===== config.mk =====
export PLATFORM = sky130hd
export DESIGN_NAME = servo_pwm_driver
export DESIGN_NICKNAME = d
export VERILOG_FILES = /design/src/rtl/servo_pwm_driver.sv
export SDC_FILE = /design/constraint.sdc
export NUM_CORES = 1
export LEC_CHECK = 0
export BUFFER_PORTS_ARGS = -buffer_cell sky130_fd_sc_hd__buf_2
export CORE_AREA = 2 2 122 100
export DETAILED_ROUTE_END_ITERATION = 8
export DIE_AREA = 0 0 124 102
export GPL_ROUTABILITY_DRIVEN = 0
export PLACE_DENSITY = 0.52
export SYNTH_ARGS = -nofsm -noshare
export SYNTH_HDL_FRONTEND = slang
export SYNTH_SLANG_ARGS = --single-unit
export TNS_END_PERCENT = 50

===== constraint.sdc =====
create_clock -name clk -period 11.5 [get_ports clk]
set_input_delay 0.575 -clock clk [delete_from_list [all_inputs] [get_ports clk]]
set_output_delay 0.575 -clock clk [all_outputs]
set_load 0.03 [all_outputs]

===== src/rtl/servo_pwm_driver.sv =====
// servo_pwm_driver: turns a position command into hobby-servo PWM frames.
// Build macro SERVO_SLEW_EN limits the per-frame position step to SLEW_STEP.
module servo_pwm_driver #(
   parameter int CLK_HZ    = 25_000_000,
   parameter int PERIOD_US = 20000,
   parameter int MIN_US    = 1000,
   parameter int MAX_US    = 2000,
   parameter int POS_W     = 8,
   parameter int SLEW_STEP = 4
) (
   input  logic             clk,
   input  logic             rst,
   input  logic [POS_W-1:0] x_position,
   input  logic             pos_valid,
   output logic             o_pwm,
   output logic             o_frame,
   output logic [POS_W-1:0] o_cur_pos
);

   localparam int DIV    = CLK_HZ / 1_000_000;
   localparam int PS_W   = (DIV > 1) ? $clog2(DIV) : 1;
   localparam int CNT_W  = $clog2(PERIOD_US + 1);
   localparam int SPAN   = MAX_US - MIN_US;
   localparam int PROD_W = POS_W + 11;
   localparam int TOP_W  =
      MIN_US + ((((1 << POS_W) - 1) * SPAN) >> POS_W);

   generate
      if (DIV < 1 ||
          (CLK_HZ % 1_000_000) != 0 ||
          SPAN <= 0 ||
          SPAN >= 2048 ||
          MIN_US < 1 ||
          SLEW_STEP < 0 ||
          TOP_W >= PERIOD_US) begin : g_cfg_err
         $error("servo_pwm_driver: bad configuration");
      end
   endgenerate

   typedef enum logic [1:0] {
      IDLE,
      HIGH,
      LOW
   } state_t;

   state_t            state;
   state_t            state_nx;
   logic [PS_W-1:0]   ps;
   logic              us_tick;
   logic [CNT_W-1:0]  us_cnt;
   logic [CNT_W-1:0]  width_us;
   logic [CNT_W-1:0]  width_nx;
   logic [POS_W-1:0]  pending;
   logic [POS_W-1:0]  apply_pos;
   logic [PROD_W-1:0] prod;
   logic              frame_start;
   logic              last_hi;
   logic              last_frame;

   assign us_tick = (ps == PS_W'(DIV - 1));

   assign last_hi =
      us_tick && (us_cnt == width_us - CNT_W'(1));

   assign last_frame =
      us_tick && (us_cnt == CNT_W'(PERIOD_US - 1));

`ifdef SERVO_SLEW_EN
   localparam logic [POS_W-1:0] STEP = POS_W'(SLEW_STEP);

   // Step the driven position toward the pending one, landing exactly on it.
   always_comb begin
      apply_pos = pending;
      if (pending > o_cur_pos) begin
         if (pending - o_cur_pos > STEP)
            apply_pos = o_cur_pos + STEP;
      end else if (o_cur_pos - pending > STEP) begin
         apply_pos = o_cur_pos - STEP;
      end
   end
`else
   assign apply_pos = pending;
`endif

   assign prod =
      PROD_W'(apply_pos) * PROD_W'(SPAN);

   assign width_nx =
      CNT_W'(MIN_US) + CNT_W'(prod >> POS_W);

   // Frame sequencing; a frame start is the last IDLE or LOW cycle.
   always_comb begin
      state_nx    = state;
      frame_start = 1'b0;
      unique case (state)
         IDLE: begin
            frame_start = 1'b1;
            state_nx    = HIGH;
         end
         HIGH: begin
            if (last_hi)
               state_nx = LOW;
         end
         LOW: begin
            if (last_frame) begin
               frame_start = 1'b1;
               state_nx    = HIGH;
            end
         end
         default: state_nx = IDLE;
      endcase
      if (rst) begin
         frame_start = 1'b0;
         state_nx    = IDLE;
      end
   end

   assign o_frame = frame_start;

   // State register.
   always_ff @(posedge clk) begin
      if (rst)
         state <= IDLE;
      else
         state <= state_nx;
   end

   // Microsecond prescaler, realigned to each frame start.
   always_ff @(posedge clk) begin
      if (rst || frame_start || us_tick)
         ps <= '0;
      else
         ps <= ps + PS_W'(1);
   end

   // Microseconds elapsed since the current frame started.
   always_ff @(posedge clk) begin
      if (rst || frame_start)
         us_cnt <= '0;
      else if (us_tick)
         us_cnt <= us_cnt + CNT_W'(1);
   end

   // Pending command capture and frame-boundary position latch.
   always_ff @(posedge clk) begin
      if (rst) begin
         pending   <= '0;
         o_cur_pos <= '0;
         width_us  <= CNT_W'(MIN_US);
      end else begin
         if (pos_valid)
            pending <= x_position;
         if (frame_start) begin
            o_cur_pos <= apply_pos;
            width_us  <= width_nx;
         end
      end
   end

   // Registered pulse output, one clk behind the state.
   always_ff @(posedge clk) begin
      if (rst)
         o_pwm <= 1'b0;
      else
         o_pwm <= (state == HIGH);
   end

endmodule

==> impl_metrics.tcl, run 1 <==
set metrics [dict create \
    drt-pass1-iter-count 4 \
    synth_top_flop_cell "sky130_fd_sc_hd__dfxtp_1" \
    holdCritPathClass "reg2reg" \
    syn_area_per_cell_um2 8.838 \
    cts.repair_timing.setup_buffer_count 0 \
    critPathBufInv 3 \
    post_cts_resized 0 \
    ys_warn_count 0 \
    cts_tree "yes" \
    power.static_leakage_nw 1.890 \
    synth_top_cell_area_share 0.2562 \
    compound_gate_fraction_of_synth_area 0.1352 \
    unrepaired_setup_endpoints_after_global_routing "false" \
    synth_seq_cells 50 \
    final-setup-viol-count 0 \
    cts_num_sinks 50 \
    clk_pin_slew_ns 0.07 \
    grt_pass1_wl_um 13650 \
    routed_via_density 4.890 \
    netlist-cell-type-count 65 \
    fill_cells 1195 \
    timing.final.crit_share 0.4230 \
    cap_violations 0 \
    fp.dieH_um 102 \
    synth-adder-area-share 0.2338 \
    finish.net_count 524 \
    grt_util_all_layers 0.1354 \
    die_ar_um2 12650 \
    cts_hold_buffers 0 \
    post_synth_main_area_contributors "sky130_fd_sc_hd__dfxtp_1 26%, sky130_fd_sc_hd__ha_1 13%, sky130_fd_sc_hd__fa_1 10%" \
    report.final.slew_viol_count 0 \
    max_clock_freq_mhz 205.6 \
    finalHoldViolCount 0 \
    worstMarginPinSlew_ns 0.9886 \
    synthesis.nets 514 \
    power_per_cell_area_nw_per_um2 151.3 \
    synth_top_area_cell "sky130_fd_sc_hd__dfxtp_1" \
    core-area_um2 11390 \
    synth-simple-area-share 0.1842 \
    clk_path_buf_depth 2 \
    synth-async-reset-ratio 0 \
    buffers_added_on_ports 20 \
    dpl.cell_count 593 \
    fin_setup_tns_ns 0 \
    wl_per_cell_um 13.05 \
    post_route_cells_drive_above_1_share 0.1015 \
    timing.critical_path.slowest_stage_cell "sky130_fd_sc_hd__dfxtp_1" \
    placementRows 35 \
    io-pin-count 21 \
    final_period_minus_worst_setup_slack_ns 4.865 \
    maximum_number_of_pins_on_one_net_before_global_route_repair 30 \
    synth_xor_xnor_area_share 0.09385 \
    fin_cells 601 \
    critPathRequiredTime_ns 11.67 \
    dieWidth_um 124 \
    drt.antenna.violating_nets 0 \
    number_of_global_route_vias_before_repair 2881 \
    insertion_delay_ns 0.29 \
    relative_slew_slack 0.3409 \
    timing.critical_path.cells "fa_1 -> xor2_1 -> ha_1 -> fa_1 -> inv_1 -> fa_1 -> inv_1 -> ha_1 -> or3_4 -> o22ai_1 -> o311ai_1 -> ha_1 -> inv_1 -> o21ai_0 -> a221oi_1 -> xor2_1 -> o21ai_1" \
    cts_buffer_count 5 \
    cp_peak_stage_delay_ns 0.55 \
    synth_top_family_by_area "adder cells" \
    route.final.wire_length_um 7845 \
    synthCells 442 \
    antenna_found_initial 0 \
    synth_seq_area_share 0.2562 \
    post_synth_instance_area_um2 3906 \
    syn_to_final_growth_pct 9.673 \
    cp-start-kind "register" \
    crit_type "reg2reg" \
    clock_tree.htree_level_count 2 \
    critPathTopFamily "adder cells" \
    synth-edff-count 0 \
    initial_utilization 0.3431 \
    drtIter0Drc 110 \
    critPathMaxFanout 9 \
    via_count 2939 \
    run_status "finished clean" \
    clock-skew-final_ns 0.003792 \
    grt.overflow.total 0 \
    muxShareOfSynthArea 0.03075 \
    dp.final_hpwl_um 6269 \
    timing.critical_path.arrival_ns 5.04 \
    n_antenna_cell 0 \
    drc 0 \
    cts_root_buffer "sky130_fd_sc_hd__clkbuf_16" \
    setup.worst_path.end_class "register" \
    layout_commonest_cell "sky130_fd_sc_hd__nor2_1" \
    mostFrequentLayoutCells "54 x sky130_fd_sc_hd__nor2_1, 50 x sky130_fd_sc_hd__dfxtp_1, 46 x sky130_fd_sc_hd__inv_1, 41 x sky130_fd_sc_hd__ha_1, 35 x sky130_fd_sc_hd__nand2_1" \
    vdd.ir_drop.worst_uv 64.89 \
]
metrics by stage:
| step | cell area (µm²) | hold WS, ns | util | worst slack [ns] | power (mW) |
|---|---|---|---|---|---|
| final | 4284 | 0.4577 | 0.3763 | 6.635 | 0.6483 |
| after global routing | 4284 | 0.4899 | 0.3763 | 6.183 | 0.7028 |
| after CTS | 4284 | 0.4619 | 0.3763 | 6.593 | 0.6560 |
| after detailed placement | 4114 | 0.4505 | 0.3613 | 6.603 | 0.4844 |
| after global placement | 4114 | 0.4434 | 0.3613 | 6.709 | 0.4812 |
| after floorplan | 3906 | 0.4300 | - | 6.908 | 0.4353 |
synth_stat cells, types with 6 or more instances:
| master | n |
|---|---|
| sky130_fd_sc_hd__mux2i_1 | 12 |
| sky130_fd_sc_hd__buf_2 | 8 |
| sky130_fd_sc_hd__nand3_1 | 10 |
| sky130_fd_sc_hd__xnor2_1 | 20 |
| sky130_fd_sc_hd__nand2_1 | 35 |
| sky130_fd_sc_hd__o21ai_0 | 7 |
| sky130_fd_sc_hd__ha_1 | 41 |
| sky130_fd_sc_hd__nor2_1 | 54 |
| sky130_fd_sc_hd__inv_1 | 46 |
| sky130_fd_sc_hd__fa_1 | 20 |
| sky130_fd_sc_hd__nor3_1 | 6 |
| sky130_fd_sc_hd__dfxtp_1 | 50 |
| sky130_fd_sc_hd__a21oi_1 | 27 |
| sky130_fd_sc_hd__xor2_1 | 20 |
| sky130_fd_sc_hd__clkbuf_1 | 9 |
power by group:
| part | internal (mW) | switching (mW) | leakage, nW |
|---|---|---|---|
| combinational | 0.117 | 0.151 | 1.41 |
| clock | 0.103 | 0.0659 | 0.0760 |
| sequential | 0.188 | 0.0239 | 0.409 |
worst paths after layout:
path | from | end | slack (ns) | cells after the start
worst max-delay path | apply_pos[2] | width_us[7] | 6.64 | 17
worst min-delay path | o_cur_pos[4] | o_cur_pos[4] | 0.46 | 2
worst max register to register | apply_pos[2] | width_us[7] | 6.64 | 17
worst min register to register | o_cur_pos[4] | o_cur_pos[4] | 0.46 | 2
metal layers:
layer  part of all wire  vias up  GRT usage
met1               0.52     1366     0.1981
met2               0.43       47     0.2075
li1                   -     1521          -
met4             0.0048        0    0.02074
met3              0.051        5    0.03181
met5                  0        -          0
sequential cells by signal, indices dropped and copies added, names as in the netlist:
name and cells:
ps 5, o_pwm 1, o_cur_pos 8, apply_pos 8, width_us 11, us_cnt 15, state 2
worst min-delay path, cell delays in order, from the launching register on:
cell and delay (ns):
sky130_fd_sc_hd__dfxtp_1 0.31, sky130_fd_sc_hd__nand2_1 0.05, sky130_fd_sc_hd__a21oi_1 0.05
layout make-up:
cell class                      count  area [µm²]  share of cell area
Inverter                           46       172.7             0.04030
Timing Repair Buffer               21       107.6             0.02512
Multi-Input combinational cell    328        2648              0.6180
Sequential cell                    50        1001              0.2336
Clock buffer                        5       125.1             0.02921
Tap cell                          148       185.2             0.04322
Clock inverter                      3       45.04             0.01051
cells by family after synthesis:
kind of cell / Yosys count
AO/OA/AOI/OAI: 74
XOR/XNOR: 41
adder cells (fa/ha/maj): 61
buffers and inverters: 64
flip-flops: 50
multiplexers: 12
AND/OR/NAND/NOR: 140
(Power assumes the default switching activity.)
==> run 2, diff against run 1 <==
Settings changed: PLACE_DENSITY 0.52 to 0.54.
Clock period 11.5 ns to 4.17 ns, I/O delays scaled along.
==> run 2 against run 1 <==
  * The flow now finishes with violations (negative setup slack)
  * Final area is 9.6% higher
  * Sequential power grew to 2.7 times the previous value
  * Fmax is 13% higher
  * Sequential cell count stayed put
  * Worst hold slack worse by 0.31 ns
  * Global-route usage is 0.81 points higher
  * Critical path type unchanged
  * Cell count is 5.7% higher
  * Utilization is 3.6 points higher
  * Power grew to 3.2 times the previous value
  * Clock-buffer cell count is 1 higher
  * Non-clock buffer count is 34 higher
  * Critical endpoint unchanged
  * Clock power grew to 2.7 times the previous value
  * Largest power group unchanged
==> impl_metrics.tcl, run 2 (same netlist as run 1, synthesis figures left out) <==
set metrics [dict create \
    report.final.slew_viol_count 0 \
    dieWidth_um 124 \
    routed_via_density 4.765 \
    maximum_number_of_pins_on_one_net_before_global_route_repair 30 \
    grt_util_all_layers 0.1436 \
    setup.worst_path.end_class "register" \
    route.final.wire_length_um 8201 \
    final.hold.worst_slack_ns 0.1479 \
    power_per_cell_area_nw_per_um2 436.7 \
    pre_cts_slack_ns -0.2026 \
    io-pin-count 21 \
    grt_pass1_wl_um 14490 \
    timing.critical_path.arrival_ns 4.49 \
    buffers_added_on_ports 20 \
    largest_register_ffs 15 \
    cts_root_buffer "sky130_fd_sc_hd__clkbuf_16" \
    cts_num_sinks 50 \
    critPathMaxFanout 4 \
    cap_violations 0 \
    placementRows 35 \
    timing.final.crit_share 1.033 \
    clock_tree.htree_level_count 2 \
    drt.antenna.violating_nets 0 \
    cts_tree "yes" \
    initial_utilization 0.3431 \
    highest_layer "met4" \
    worst_path_most_repeated_cell "sky130_fd_sc_hd__fa_1" \
    via_count 3026 \
    clk_path_buf_depth 2 \
    clock-skew-final_ns 0.006000 \
    cp_peak_stage_delay_ns 0.53 \
    fin_cells 635 \
    p_total_mw 2.050 \
    failed_checks "negative setup slack" \
    most_flop_heavy_register "us_cnt" \
    layout_commonest_cell "sky130_fd_sc_hd__nor2_1" \
    dpl.cell_count 623 \
    crit_type "reg2reg" \
    fill_cells 1174 \
    timing.critical_path.slowest_stage_cell "sky130_fd_sc_hd__fa_1" \
    worstMarginPinSlew_ns 0.9572 \
    layout_setup_ws_ns -0.1383 \
    relative_slew_slack 0.3619 \
    power.static_leakage_nw 2.079 \
    wl_per_cell_um 12.91 \
    met2RoutedLength_um 3543 \
    die_ar_um2 12650 \
    finish.net_count 558 \
    drt-pass1-iter-count 4 \
    timing.critical_path.cells "fa_1 -> xor2_1 -> ha_1 -> fa_1 -> inv_1 -> fa_1 -> inv_2 -> ha_4 -> or3_4 -> o22ai_4 -> nand3_2 -> o311ai_4 -> ha_2 -> inv_2 -> o2111a_1 -> a221oi_2 -> xor2_1 -> o21ai_1" \
    grt.overflow.total 0 \
    vdd.ir_drop.worst_uv 175.1 \
    final_period_minus_worst_setup_slack_ns 4.308 \
    run_status "finished with violations" \
    max_clock_freq_mhz 232.1 \
    cts_buffer_count 5 \
    syn_to_final_growth_pct 20.18 \
    wl_met1_um 4374 \
    dp.final_hpwl_um 6581 \
    biggestRegsByFlops "us_cnt (15), width_us (11)" \
    antenna_found_initial 0 \
    finalCoreUtilization 0.4123 \
    insertion_delay_ns 0.30 \
    clk_pin_slew_ns 0.07 \
    drc 0 \
    wl_met3_um 212 \
    final-setup-viol-count 4 \
    drtIter0Drc 92 \
    number_of_global_route_vias_before_repair 3084 \
    cp-start-kind "register" \
    r2r_cells 18 \
    unrepaired_setup_endpoints_after_global_routing "true" \
    post_route_cells_drive_above_1_share 0.2177 \
    finalHoldViolCount 0 \
    mostFrequentLayoutCells "54 x sky130_fd_sc_hd__nor2_1, 45 x sky130_fd_sc_hd__dfxtp_1, 44 x sky130_fd_sc_hd__inv_1, 35 x sky130_fd_sc_hd__nand2_1, 35 x sky130_fd_sc_hd__buf_4" \
    holdCritPathClass "in2reg" \
    critPathRequiredTime_ns 4.35 \
    fp.dieH_um 102 \
    core-area_um2 11390 \
    min_path_cells 3 \
    n_antenna_cell 0 \
]
==> run 2: cell count changes in the layout (fill, tap and decap cells not counted), moves of 3 or more <==
cell / before / now
sky130_fd_sc_hd__ha_2: 0 / 3
sky130_fd_sc_hd__dfxtp_1: 50 / 45
sky130_fd_sc_hd__buf_4: 1 / 35
sky130_fd_sc_hd__ha_1: 41 / 34
sky130_fd_sc_hd__a21oi_1: 27 / 24
sky130_fd_sc_hd__dfxtp_2: 0 / 3
sky130_fd_sc_hd__ha_4: 0 / 4
==> run 2: area by class of cell <==
class | count | area (µm²) | area share
repair buffers | 55 | 362.8 | 0.07729
clock inverters | 2 | 15.01 | 0.003198
clock buffers | 6 | 150.1 | 0.03198
flip-flops and latches | 50 | 1012 | 0.2156
well taps | 148 | 185.2 | 0.03945
inverters | 46 | 172.7 | 0.03678
multi-input cells | 328 | 2796 | 0.5957
==> run 2: path summary, 6_finish.rpt <==
kind / startpoint / to / slack (ns)
max reg2reg: apply_pos[1] / width_us[7] / -0.14
min: x_position[2] / apply_pos[2] / 0.15
min reg2reg: o_cur_pos[0] / o_cur_pos[0] / 0.46
max: apply_pos[1] / width_us[7] / -0.14
==> run 2: repair_timing <==
item	CTS	global route
setup buffers	3	1
hold buffers	0	0
pin swaps	17	6
gates resized for setup	8	4
hold endpoints to repair	0	0
endpoints found under the setup margin	6	6
==> run 2: power breakdown <==
part	switching, mW	total, mW	internal (mW)
Sequential	0.0559	0.574	0.518
Combinational	0.527	1.03	0.501
Clock	0.189	0.448	0.259
==> run 2: routing by layer <==
layer,global-route usage,up-vias
met5,0,-
met4,0.02852,0
met3,0.03125,6
met2,0.2287,30
met1,0.2019,1397
li1,-,1593
==> run 2: metrics by stage <==
stage,TNS (ns),area (µm²)
3_3_place_gp,-0.3975,4432
2_1_floorplan,-0.09097,3999
3_5_place_dp,-0.8137,4432
5_1_grt,-1.285,4695
4_1_cts,-0.1290,4671
6_report,-0.2182,4695
==> run 2: worst max-delay path, delay by kind of cell (launching register included) <==
family | cells | cell delay [ns]
xor+xnor | 2 | 0.34
compound gates | 5 | 0.67
flops | 1 | 0.36
buf+inv | 3 | 0.15
simple gates | 2 | 0.51
fa+ha+maj | 6 | 2.15
